`src/rtl/telem_pkg.sv`:
```
// Shared definitions for the telemetry link: delimiters, parser states
// and the default bit-period divisor used by both transmitter and receiver.
package telem_pkg;

  localparam logic [7:0] DELIM1 = 8'hAA;
  localparam logic [7:0] DELIM2 = 8'h55;

  // 50 MHz system clock / 19200 baud
  localparam int unsigned TELEM_BAUD_DIV = 2604;

  typedef enum logic [2:0] {
    SYNC1 = 3'd0,
    SYNC2 = 3'd1,
    P1    = 3'd2,
    P2    = 3'd3,
    P3    = 3'd4,
    P4    = 3'd5,
    P5    = 3'd6,
    P6    = 3'd7
  } telem_rx_state_t;

endpackage

```
`src/rtl/uart_rx.sv`:
```
// 8N1 byte receiver: two-flop synchroniser on the line, mid-bit sampling
// driven by a bit-period counter, LSB-first shift register. Emits a
// one-cycle rdy with the byte on a good stop bit, or ferr on a bad one.
module uart_rx
  import telem_pkg::*;
#(
  parameter int unsigned BAUD_DIV = TELEM_BAUD_DIV
) (
  input  logic       clk,
  input  logic       rst_n,
  input  logic       rx,
  output logic [7:0] rx_data,
  output logic       rdy,
  output logic       ferr
);

  localparam logic [2:0] RX_IDLE  = 3'd0;
  localparam logic [2:0] RX_START = 3'd1;
  localparam logic [2:0] RX_DATA  = 3'd2;
  localparam logic [2:0] RX_STOP  = 3'd3;
  localparam logic [2:0] RX_WAIT  = 3'd4;

  localparam logic [15:0] HALF_M1 = 16'(BAUD_DIV / 2 - 1);
  localparam logic [15:0] FULL_M1 = 16'(BAUD_DIV - 1);

  logic        s1_q, s2_q, prev_q;
  logic [2:0]  st_q, st_d;
  logic [15:0] cnt_q, cnt_d;
  logic [2:0]  bit_q, bit_d;
  logic [7:0]  sh_q, sh_d;
  logic [7:0]  data_q, data_d;
  logic        rdy_q, rdy_d;
  logic        ferr_q, ferr_d;

  // Synchronise the asynchronous line; preset high so reset looks like idle.
  always_ff @(posedge clk or negedge rst_n) begin
    if (!rst_n) begin
      s1_q   <= 1'b1;
      s2_q   <= 1'b1;
      prev_q <= 1'b1;
    end else begin
      s1_q   <= rx;
      s2_q   <= s1_q;
      prev_q <= s2_q;
    end
  end

  // Bit-timing state machine: start-bit qualification, data shift, stop check.
  always_comb begin
    st_d   = st_q;
    cnt_d  = cnt_q;
    bit_d  = bit_q;
    sh_d   = sh_q;
    data_d = data_q;
    rdy_d  = 1'b0;
    ferr_d = 1'b0;
    case (st_q)
      RX_IDLE: begin
        if (prev_q && !s2_q) begin
          st_d  = RX_START;
          cnt_d = '0;
        end
      end
      RX_START: begin
        if (cnt_q == HALF_M1) begin
          cnt_d = '0;
          bit_d = '0;
          // A start bit that is high again at mid-bit was a glitch.
          st_d  = s2_q ? RX_IDLE : RX_DATA;
        end else begin
          cnt_d = cnt_q + 16'd1;
        end
      end
      RX_DATA: begin
        if (cnt_q == FULL_M1) begin
          cnt_d = '0;
          sh_d  = {s2_q, sh_q[7:1]};
          if (bit_q == 3'd7) st_d = RX_STOP;
          else               bit_d = bit_q + 3'd1;
        end else begin
          cnt_d = cnt_q + 16'd1;
        end
      end
      RX_STOP: begin
        if (cnt_q == FULL_M1) begin
          cnt_d = '0;
          if (s2_q) begin
            rdy_d  = 1'b1;
            data_d = sh_q;
          end else begin
            ferr_d = 1'b1;
          end
          st_d = RX_WAIT;
        end else begin
          cnt_d = cnt_q + 16'd1;
        end
      end
      RX_WAIT: begin
        // A broken frame may leave the line low; re-arm only once it idles.
        if (s2_q) st_d = RX_IDLE;
      end
      default: st_d = RX_IDLE;
    endcase
  end

  // Receiver state registers.
  always_ff @(posedge clk or negedge rst_n) begin
    if (!rst_n) begin
      st_q   <= RX_IDLE;
      cnt_q  <= '0;
      bit_q  <= '0;
      sh_q   <= '0;
      data_q <= '0;
      rdy_q  <= 1'b0;
      ferr_q <= 1'b0;
    end else begin
      st_q   <= st_d;
      cnt_q  <= cnt_d;
      bit_q  <= bit_d;
      sh_q   <= sh_d;
      data_q <= data_d;
      rdy_q  <= rdy_d;
      ferr_q <= ferr_d;
    end
  end

  assign rx_data = data_q;
  assign rdy     = rdy_q;
  assign ferr    = ferr_q;

endmodule

```
`src/rtl/telemetry_rx.sv`:
```
// Telemetry frame receiver: AA 55 then six payload bytes carrying three
// 12-bit values. Re-syncs on the delimiter pair, aborts on bad high
// nibbles, framing errors or an over-long inter-byte gap, and updates all
// three outputs together with a one-cycle frm_vld.
// Optional build macro TELEM_RX_ERRCNT_EN enables the saturating err_cnt;
// without it err_cnt is tied to zero.
module telemetry_rx
  import telem_pkg::*;
#(
  parameter int unsigned BAUD_DIV = TELEM_BAUD_DIV,
  parameter logic [19:0] GAP_TO   = 20'd104166
) (
  input  logic        clk,
  input  logic        rst_n,
  input  logic        RX,
  output logic [11:0] batt_v,
  output logic [11:0] avg_curr,
  output logic [11:0] avg_torque,
  output logic        frm_vld,
  output logic        frm_err,
  output logic [7:0]  err_cnt
);

  logic [7:0] rx_data;
  logic       rdy;
  logic       ferr;

  uart_rx #(.BAUD_DIV(BAUD_DIV)) u_uart_rx (
    .clk     (clk),
    .rst_n   (rst_n),
    .rx      (RX),
    .rx_data (rx_data),
    .rdy     (rdy),
    .ferr    (ferr)
  );

  telem_rx_state_t state_q, state_d;
  logic [11:0] sh_batt_q, sh_batt_d;
  logic [11:0] sh_curr_q, sh_curr_d;
  logic [3:0]  sh_torq_hi_q, sh_torq_hi_d;
  logic [19:0] gap_q, gap_d;
  logic [11:0] batt_q, batt_d;
  logic [11:0] curr_q, curr_d;
  logic [11:0] torq_q, torq_d;
  logic        vld_q, vld_d;
  logic        err_q, err_d;
  logic        in_payload;

  assign in_payload = (state_q != SYNC1) && (state_q != SYNC2);

  // Frame parser: delimiter hunt, payload capture, abort paths, gap timeout.
  always_comb begin
    state_d      = state_q;
    sh_batt_d    = sh_batt_q;
    sh_curr_d    = sh_curr_q;
    sh_torq_hi_d = sh_torq_hi_q;
    gap_d        = gap_q;
    batt_d       = batt_q;
    curr_d       = curr_q;
    torq_d       = torq_q;
    vld_d        = 1'b0;
    err_d        = 1'b0;
    if (rdy) begin
      // A byte arriving on the timeout cycle still counts.
      gap_d = '0;
      case (state_q)
        SYNC1: if (rx_data == DELIM1) state_d = SYNC2;
        SYNC2: begin
          if (rx_data == DELIM2)      state_d = P1;
          else if (rx_data == DELIM1) state_d = SYNC2;
          else                        state_d = SYNC1;
        end
        P1, P3, P5: begin
          if (rx_data[7:4] != 4'h0) begin
            err_d   = 1'b1;
            state_d = SYNC1;
          end else begin
            case (state_q)
              P1:      sh_batt_d[11:8] = rx_data[3:0];
              P3:      sh_curr_d[11:8] = rx_data[3:0];
              default: sh_torq_hi_d    = rx_data[3:0];
            endcase
            state_d = telem_rx_state_t'(state_q + 3'd1);
          end
        end
        P2: begin
          sh_batt_d[7:0] = rx_data;
          state_d        = P3;
        end
        P4: begin
          sh_curr_d[7:0] = rx_data;
          state_d        = P5;
        end
        P6: begin
          // All three values commit in one edge, alongside frm_vld.
          batt_d  = sh_batt_q;
          curr_d  = sh_curr_q;
          torq_d  = {sh_torq_hi_q, rx_data};
          vld_d   = 1'b1;
          state_d = SYNC1;
        end
        default: state_d = SYNC1;
      endcase
    end else if (ferr) begin
      gap_d   = '0;
      err_d   = in_payload;
      state_d = SYNC1;
    end else if (in_payload) begin
      if (gap_q + 20'd1 == GAP_TO) begin
        err_d   = 1'b1;
        state_d = SYNC1;
        gap_d   = '0;
      end else begin
        gap_d = gap_q + 20'd1;
      end
    end else begin
      gap_d = '0;
    end
  end

  // Parser, shadow and output registers.
  always_ff @(posedge clk or negedge rst_n) begin
    if (!rst_n) begin
      state_q      <= SYNC1;
      sh_batt_q    <= '0;
      sh_curr_q    <= '0;
      sh_torq_hi_q <= '0;
      gap_q        <= '0;
      batt_q       <= '0;
      curr_q       <= '0;
      torq_q       <= '0;
      vld_q        <= 1'b0;
      err_q        <= 1'b0;
    end else begin
      state_q      <= state_d;
      sh_batt_q    <= sh_batt_d;
      sh_curr_q    <= sh_curr_d;
      sh_torq_hi_q <= sh_torq_hi_d;
      gap_q        <= gap_d;
      batt_q       <= batt_d;
      curr_q       <= curr_d;
      torq_q       <= torq_d;
      vld_q        <= vld_d;
      err_q        <= err_d;
    end
  end

  assign batt_v     = batt_q;
  assign avg_curr   = curr_q;
  assign avg_torque = torq_q;
  assign frm_vld    = vld_q;
  assign frm_err    = err_q;

`ifdef TELEM_RX_ERRCNT_EN
  logic [7:0] err_cnt_q, err_cnt_d;

  // Count discarded frames, holding at all-ones.
  always_comb begin
    err_cnt_d = err_cnt_q;
    if (err_d && (err_cnt_q != 8'hFF)) err_cnt_d = err_cnt_q + 8'd1;
  end

  // Error counter register; cleared only by reset.
  always_ff @(posedge clk or negedge rst_n) begin
    if (!rst_n) err_cnt_q <= '0;
    else        err_cnt_q <= err_cnt_d;
  end

  assign err_cnt = err_cnt_q;
`else
  assign err_cnt = 8'h00;
`endif

endmodule

```
`config.mk`:
```
export PLATFORM = sky130hd
export DESIGN_NAME = telemetry_rx
export DESIGN_NICKNAME = d
export VERILOG_FILES = /design/src/rtl/telem_pkg.sv /design/src/rtl/uart_rx.sv /design/src/rtl/telemetry_rx.sv
export SDC_FILE = /design/constraint.sdc
export NUM_CORES = 1
export LEC_CHECK = 0
export ABC_CLOCK_PERIOD_IN_PS = 2880
export CAP_MARGIN = 20
export CELL_PAD_IN_SITES_DETAIL_PLACEMENT = 2
export CELL_PAD_IN_SITES_GLOBAL_PLACEMENT = 2
export CORE_MARGIN = 10
export CORE_UTILIZATION = 41
export CTS_BUF_LIST = sky130_fd_sc_hd__clkbuf_4 sky130_fd_sc_hd__clkbuf_8
export CTS_CLUSTER_SIZE = 28
export DETAILED_ROUTE_END_ITERATION = 10
export PLACE_DENSITY_LB_ADDON = 0.3
export SYNTH_ARGS = -nofsm -noshare
export SYNTH_HDL_FRONTEND = slang
export SYNTH_SLANG_ARGS = --single-unit
export TNS_END_PERCENT = 50
```
`constraint.sdc`:
```
create_clock -name clk -period 2.88 [get_ports clk]
set_input_delay 0.288 -clock clk [delete_from_list [all_inputs] [get_ports clk]]
set_output_delay 0.288 -clock clk [all_outputs]
set_load 0.1 [all_outputs]
```
==> flow_metrics.env, run 1 <==
export IMPL_yosysWarnings=0
export IMPL_clk_pin_slew_worst_paths_ns=0.08
export IMPL_grt_pass1_vias=4880
export IMPL_rows=44
export IMPL_max_freq_mhz=425
export IMPL_grt_first_pass_wirelength_mm=27.1
export IMPL_die_area_sq_um=20300
export IMPL_ys_async_sr_fraction_pct=100
export IMPL_synth_top_area_share_pct=52.4
export IMPL_nets=580
export IMPL_drive_gt1_share_pct=31.3
export IMPL_ys_top_cells_by_count="dfrtp_1 (129), mux2_2 (80), nand2_1 (30)"
export IMPL_synthCells=515
export IMPL_maxCapViolations=0
export IMPL_worstPathRequired_ns=3.20
export IMPL_fin_skew_ns=0.0119
export IMPL_netlist_area_sq_um=6160
export IMPL_ios=49
export IMPL_post_cts_buffers=0
export IMPL_antenna_found_initial=0
export IMPL_synth_most_common_cell="dfrtp_1"
export IMPL_dp_cells=729
export IMPL_ys_seq_area_share_pct=53.7
export IMPL_globalRouteOverflowTotal=0
export IMPL_vias=4236
export IMPL_cts_num_sinks=132
export IMPL_wl_per_cell_um=21.4
export IMPL_gp_congestion=0.839
export IMPL_status="complete, no violations"
export IMPL_fin_cells=762
export IMPL_numCtsBuffers=17
export IMPL_finalSetupViolations=0
export IMPL_portBuffers=40
export IMPL_start_util_pct=42.0
export IMPL_drt_total_wl_mm=16.3
export IMPL_drc=0
export IMPL_slew_headroom_pct=56.8
export IMPL_stdcell_area_sq_um=7010
export IMPL_hp_class="in2reg"
export IMPL_first_iter_violations=232
export IMPL_critPathArrivalTime_ns=2.67
export IMPL_crit_fanout=11
export IMPL_avgViaCountPerCell=5.56
export IMPL_crit_type="reg2reg"
export IMPL_cts_resized=0
export IMPL_synth_edf_count=0
export IMPL_core_area_sq_um=14600
export IMPL_synth_main_ff_cell="dfrtp_1"
export IMPL_synth_seq_cells=132
export IMPL_cts_hold_buf=1
export IMPL_area_growth_pct=13.9
export IMPL_cts_tree="done"
export IMPL_power_density_nw_per_um2=527
export IMPL_worst_pin_slew_ns=0.649
export IMPL_placed_area_sq_um=6650
export IMPL_diodes=0
export IMPL_synth_largest_area_cell="dfrtp_1"
export IMPL_ant_nets=0
export IMPL_clock_path_buffers=2
export IMPL_end_kind="flop"
export IMPL_slew_violations=0
export IMPL_die_x_um=143
export IMPL_clock_root_buffer="clkbuf_8"
export IMPL_final_min_clock_period_ns=2.35
export IMPL_post_dp_hpwl_mm=11.4
export IMPL_leakage_nw=3.33
export IMPL_first_pass_iters=4
export IMPL_h_tree_depth=4
export IMPL_grt_usage_pct=16.9
export IMPL_start_kind="flop"
export IMPL_post_route_period_util_pct=81.7
export IMPL_avgSynthCellArea_sq_um=12.0
export IMPL_clk_latency_ns=0.45
export IMPL_finalHoldViolCount=0
export IMPL_grt_max_degree=67
export IMPL_dieHeight_um=143
export IMPL_synth_cell_types=63
export IMPL_rsz0062_at_grt="false"
export IMPL_final_fill_count=1479
export IMPL_synthTopCellsByArea="dfrtp_1 (52%), mux2_2 (15%), ha_1 (2.4%), nand2_1 (1.8%), o21ai_0 (1.6%)"
export IMPL_ir_drop_uv=458
export IMPL_fin_tns_setup_ns=0
-- state kept, by name, summed over array words and instances (netlist names), 3 cells and up --
| signal | count |
|---|---|
| avg_curr | 12 |
| avg_torque | 12 |
| batt_v | 12 |
| gap_q | 20 |
| sh_batt_q | 12 |
| sh_curr_q | 12 |
| sh_torq_hi_q | 4 |
| state_q | 3 |
| u_uart_rx.bit_q | 3 |
| u_uart_rx.cnt_q | 16 |
| u_uart_rx.rx_data | 8 |
| u_uart_rx.sh_q | 8 |
| u_uart_rx.st_q | 3 |
-- through the flow --
step	setup slack [ns]	utilization (%)	total power, mW	hold WS [ns]
2_1_floorplan	0.735	-	2.19	-0.00759
3_3_place_gp	0.634	45.4	2.29	0.321
3_5_place_dp	0.496	45.4	2.31	0.330
4_1_cts	0.471	47.9	3.75	0.204
5_1_grt	0.295	47.9	3.87	0.199
6_report	0.526	47.9	3.70	0.235
-- worst paths after layout --
check                           cells after the start                       end  slack, ns                      from
worst max-delay path                                7       gap_q[16]$_DFF_PN0_       0.53        gap_q[0]$_DFF_PN0_
worst min-delay path                                1  u_uart_rx.s1_q$_DFF_PN1_       0.24                        RX
worst max register to register                      7       gap_q[16]$_DFF_PN0_       0.53        gap_q[0]$_DFF_PN0_
worst min register to register                      0  u_uart_rx.s2_q$_DFF_PN1_       0.36  u_uart_rx.s1_q$_DFF_PN1_
max in group asynchronous                           3  u_uart_rx.s2_q$_DFF_PN1_       1.71                     rst_n
min in group asynchronous                           2        gap_q[0]$_DFF_PN0_       0.39                     rst_n
-- logic make-up (layout without fill, tap and decap cells) --
family,after synthesis,count (layout),share of synthesized area (%)
mux,84,84,15.3
flops,132,132,53.7
compound gates,70,70,7.56
other cells,1,8,0.0609
fa+ha+maj,12,12,2.44
xor+xnor,16,16,2.28
simple gates,156,156,15.2
buf+inv,44,100,3.52
-- layout make-up --
type                       instances  area (sq um)  share of cell area, %
timing repair buffer              49           389                   5.55
sequential                       132          3310                   47.2
tap                              184           230                   3.28
clock inverter                    13           100                   1.43
multi-input combinational        346          2660                   37.9
inverter                          19          71.3                   1.02
clock buffer                      19           255                   3.64
-- layout by cell type, fill, tap and decap left out, types with 11 or more instances in the layout --
cell type / n
dfrtp_1: 129
mux2_2: 80
buf_4: 45
nand2_1: 30
nor2_1: 22
o21ai_0: 20
inv_1: 19
clkbuf_8: 18
nand3_1: 17
a21oi_1: 17
nand4_1: 13
ha_1: 12
xor2_1: 11
-- critical path: stages, from the launching register on --
cell and delay (ns):
dfrtp_1 0.45, ha_1 0.33, and4_1 0.25, and2_4 0.18, nand4_2 0.16, a211o_1 0.32, and4bb_4 0.44, a211oi_1 0.08
-- per-layer routing --
metal | track usage (%) | wire, um | up-vias
li1 | - | - | 1947
met1 | 19.9 | 7090 | 2221
met2 | 29.5 | 8520 | 48
met3 | 4.04 | 431 | 20
met4 | 5.97 | 259 | 0
met5 | 0 | 0 | -
-- power breakdown --
group	internal [mW]	switching [mW]
Combinational	0.0930	0.248
Sequential	1.88	0.0480
Clock	0.635	0.795
Power figures use the tool's default switching activity.
==> run 2, diff against run 1 <==
--- a/config.mk
+++ b/config.mk
@@ -5,7 +5,7 @@
 export SDC_FILE = /design/constraint.sdc
 export NUM_CORES = 1
 export LEC_CHECK = 0
-export ABC_CLOCK_PERIOD_IN_PS = 2880
+export ABC_CLOCK_PERIOD_IN_PS = 2400
 export CAP_MARGIN = 20
 export CELL_PAD_IN_SITES_DETAIL_PLACEMENT = 2
 export CELL_PAD_IN_SITES_GLOBAL_PLACEMENT = 2
==> constraint.sdc (replaced) <==
create_clock -name clk -period 2.4 [get_ports clk]
set_input_delay 0.24 -clock clk [delete_from_list [all_inputs] [get_ports clk]]
set_output_delay 0.24 -clock clk [all_outputs]
set_load 0.1 [all_outputs]
==> run 2 against run 1 <==
  * Sequential power is 20% higher
  * Die area stayed put
  * Largest power group unchanged
  * Clock power is 24% higher
  * Cell area is 1.1% higher
  * Non-clock buffer count is 5 higher
==> flow_metrics.env, run 2 (synthesis gave the netlist of run 1 again) <==
export IMPL_ios=49
export IMPL_drc=0
export IMPL_leakage_nw=3.36
export IMPL_first_pass_iters=4
export IMPL_placed_area_sq_um=6690
export IMPL_grt_pass1_vias=4958
export IMPL_start_util_pct=42.0
export IMPL_drive_gt1_share_pct=32.7
export IMPL_clk_pin_slew_worst_paths_ns=0.08
export IMPL_fin_skew_ns=0.00914
export IMPL_post_cts_buffers=0
export IMPL_die_x_um=143
export IMPL_largest_register_ff_count=20
export IMPL_critPathArrivalTime_ns=2.65
export IMPL_grt_max_degree=61
export IMPL_rows=44
export IMPL_finalHoldViolCount=0
export IMPL_maxCapViolations=0
export IMPL_finalSetupViolations=0
export IMPL_slew_headroom_pct=61.9
export IMPL_portBuffers=40
export IMPL_clock_root_buffer="clkbuf_8"
export IMPL_final_common_cell="dfrtp_1"
export IMPL_end_kind="flop"
export IMPL_first_iter_violations=194
export IMPL_area_growth_pct=15.1
export IMPL_antenna_found_initial=0
export IMPL_crit_type="reg2reg"
export IMPL_dieHeight_um=143
export IMPL_post_route_period_util_pct=95.5
export IMPL_numCtsBuffers=17
export IMPL_grt_usage_pct=17.6
export IMPL_hp_class="in2reg"
export IMPL_start_kind="flop"
export IMPL_vias=4305
export IMPL_crit_fanout=7
export IMPL_clk_latency_ns=0.47
export IMPL_nets=586
export IMPL_gp_congestion=0.827
export IMPL_most_common_layout_cells="dfrtp_1 (128), mux2_2 (80), buf_4 (50)"
export IMPL_top_regs="gap_q x20, u_uart_rx.cnt_q x16"
export IMPL_post_dp_hpwl_mm=11.6
export IMPL_max_freq_mhz=436
export IMPL_cts_num_sinks=132
export IMPL_cts_tree="done"
export IMPL_wl_per_cell_um=22.1
export IMPL_clock_path_buffers=2
export IMPL_worstPathRequired_ns=2.76
export IMPL_status="complete, no violations"
export IMPL_grt_first_pass_wirelength_mm=27.9
export IMPL_die_area_sq_um=20300
export IMPL_diodes=0
export IMPL_ir_drop_uv=364
export IMPL_worst_pin_slew_ns=0.571
export IMPL_power_density_nw_per_um2=640
export IMPL_total_power_mw=4.54
export IMPL_h_tree_depth=4
export IMPL_stdcell_area_sq_um=7090
export IMPL_drt_total_wl_mm=17.0
export IMPL_ant_nets=0
export IMPL_avgViaCountPerCell=5.61
export IMPL_final_min_clock_period_ns=2.29
export IMPL_core_area_sq_um=14600
export IMPL_globalRouteOverflowTotal=0
export IMPL_top_register="gap_q"
export IMPL_slew_violations=0
run 2: final timing paths:
check | startpoint | endpoint | slack, ns | cells past startpoint
worst max register to register | gap_q[0]$_DFF_PN0_ | state_q[0]$_DFFE_PN0P_ | 0.11 | 7
worst min register to register | u_uart_rx.s1_q$_DFF_PN1_ | u_uart_rx.s2_q$_DFF_PN1_ | 0.36 | 0
worst max-delay path | gap_q[0]$_DFF_PN0_ | state_q[0]$_DFFE_PN0P_ | 0.11 | 7
worst min-delay path | RX | u_uart_rx.s1_q$_DFF_PN1_ | 0.19 | 1
max in group asynchronous | rst_n | u_uart_rx.cnt_q[7]$_DFFE_PN0P_ | 1.32 | 3
min in group asynchronous | rst_n | gap_q[18]$_DFF_PN0_ | 0.31 | 2
run 2: what timing repair did:
item / in CTS / in global routing
endpoints found under the hold margin: 58 / 0
resized for setup: 0 / 4
endpoints found under the setup margin: 0 / 17
hold buffers: 1 / 0
run 2: metrics by stage:
| stage | utilization [%] | hold slack (ns) | std cells | setup TNS, ns | setup WS (ns) |
|---|---|---|---|---|---|
| floorplan | - | -0.0556 | 522 | 0 | 0.255 |
| global placement | 45.7 | 0.237 | 734 | 0 | 0.143 |
| detailed placement | 45.7 | 0.257 | 734 | 0 | 0.0272 |
| CTS | 48.2 | 0.159 | 767 | 0 | 0.0127 |
| global route | 48.4 | 0.169 | 768 | -0.00992 | -0.00992 |
| finish | 48.4 | 0.188 | 768 | 0 | 0.108 |
run 2: critical path, cell delays in order (launching register included):
cell and delay [ns]:
dfrtp_2 0.44, ha_2 0.25, and4_1 0.18, and2_4 0.18, a31o_1 0.26, a2111oi_4 0.48, nand4_1 0.15, a31o_1 0.25
run 2: report_power, final:
part	internal, mW	switching [mW]
logic	0.137	0.311
registers	2.26	0.0604
clock network	0.848	0.924
run 2: layout make-up:
cell class | instances | area, sq um
flip-flops and latches | 132 | 3310
repair buffers | 54 | 427
inverters | 19 | 71.3
clock buffers | 19 | 255
well taps | 184 | 230
clock inverters | 13 | 110
multi-input cells | 347 | 2690
fillers | 1488 | 7550
run 2: per-layer routing:
layer  share of wire (%)  global-route usage [%]  vias to the layer above
li1                    -                       -                     1950
met1                  41                    20.2                     2277
met2                  54                    30.9                       56
met3                 3.0                    4.31                       22
met4                 1.5                    6.46                        0
met5                   0                       0                        -
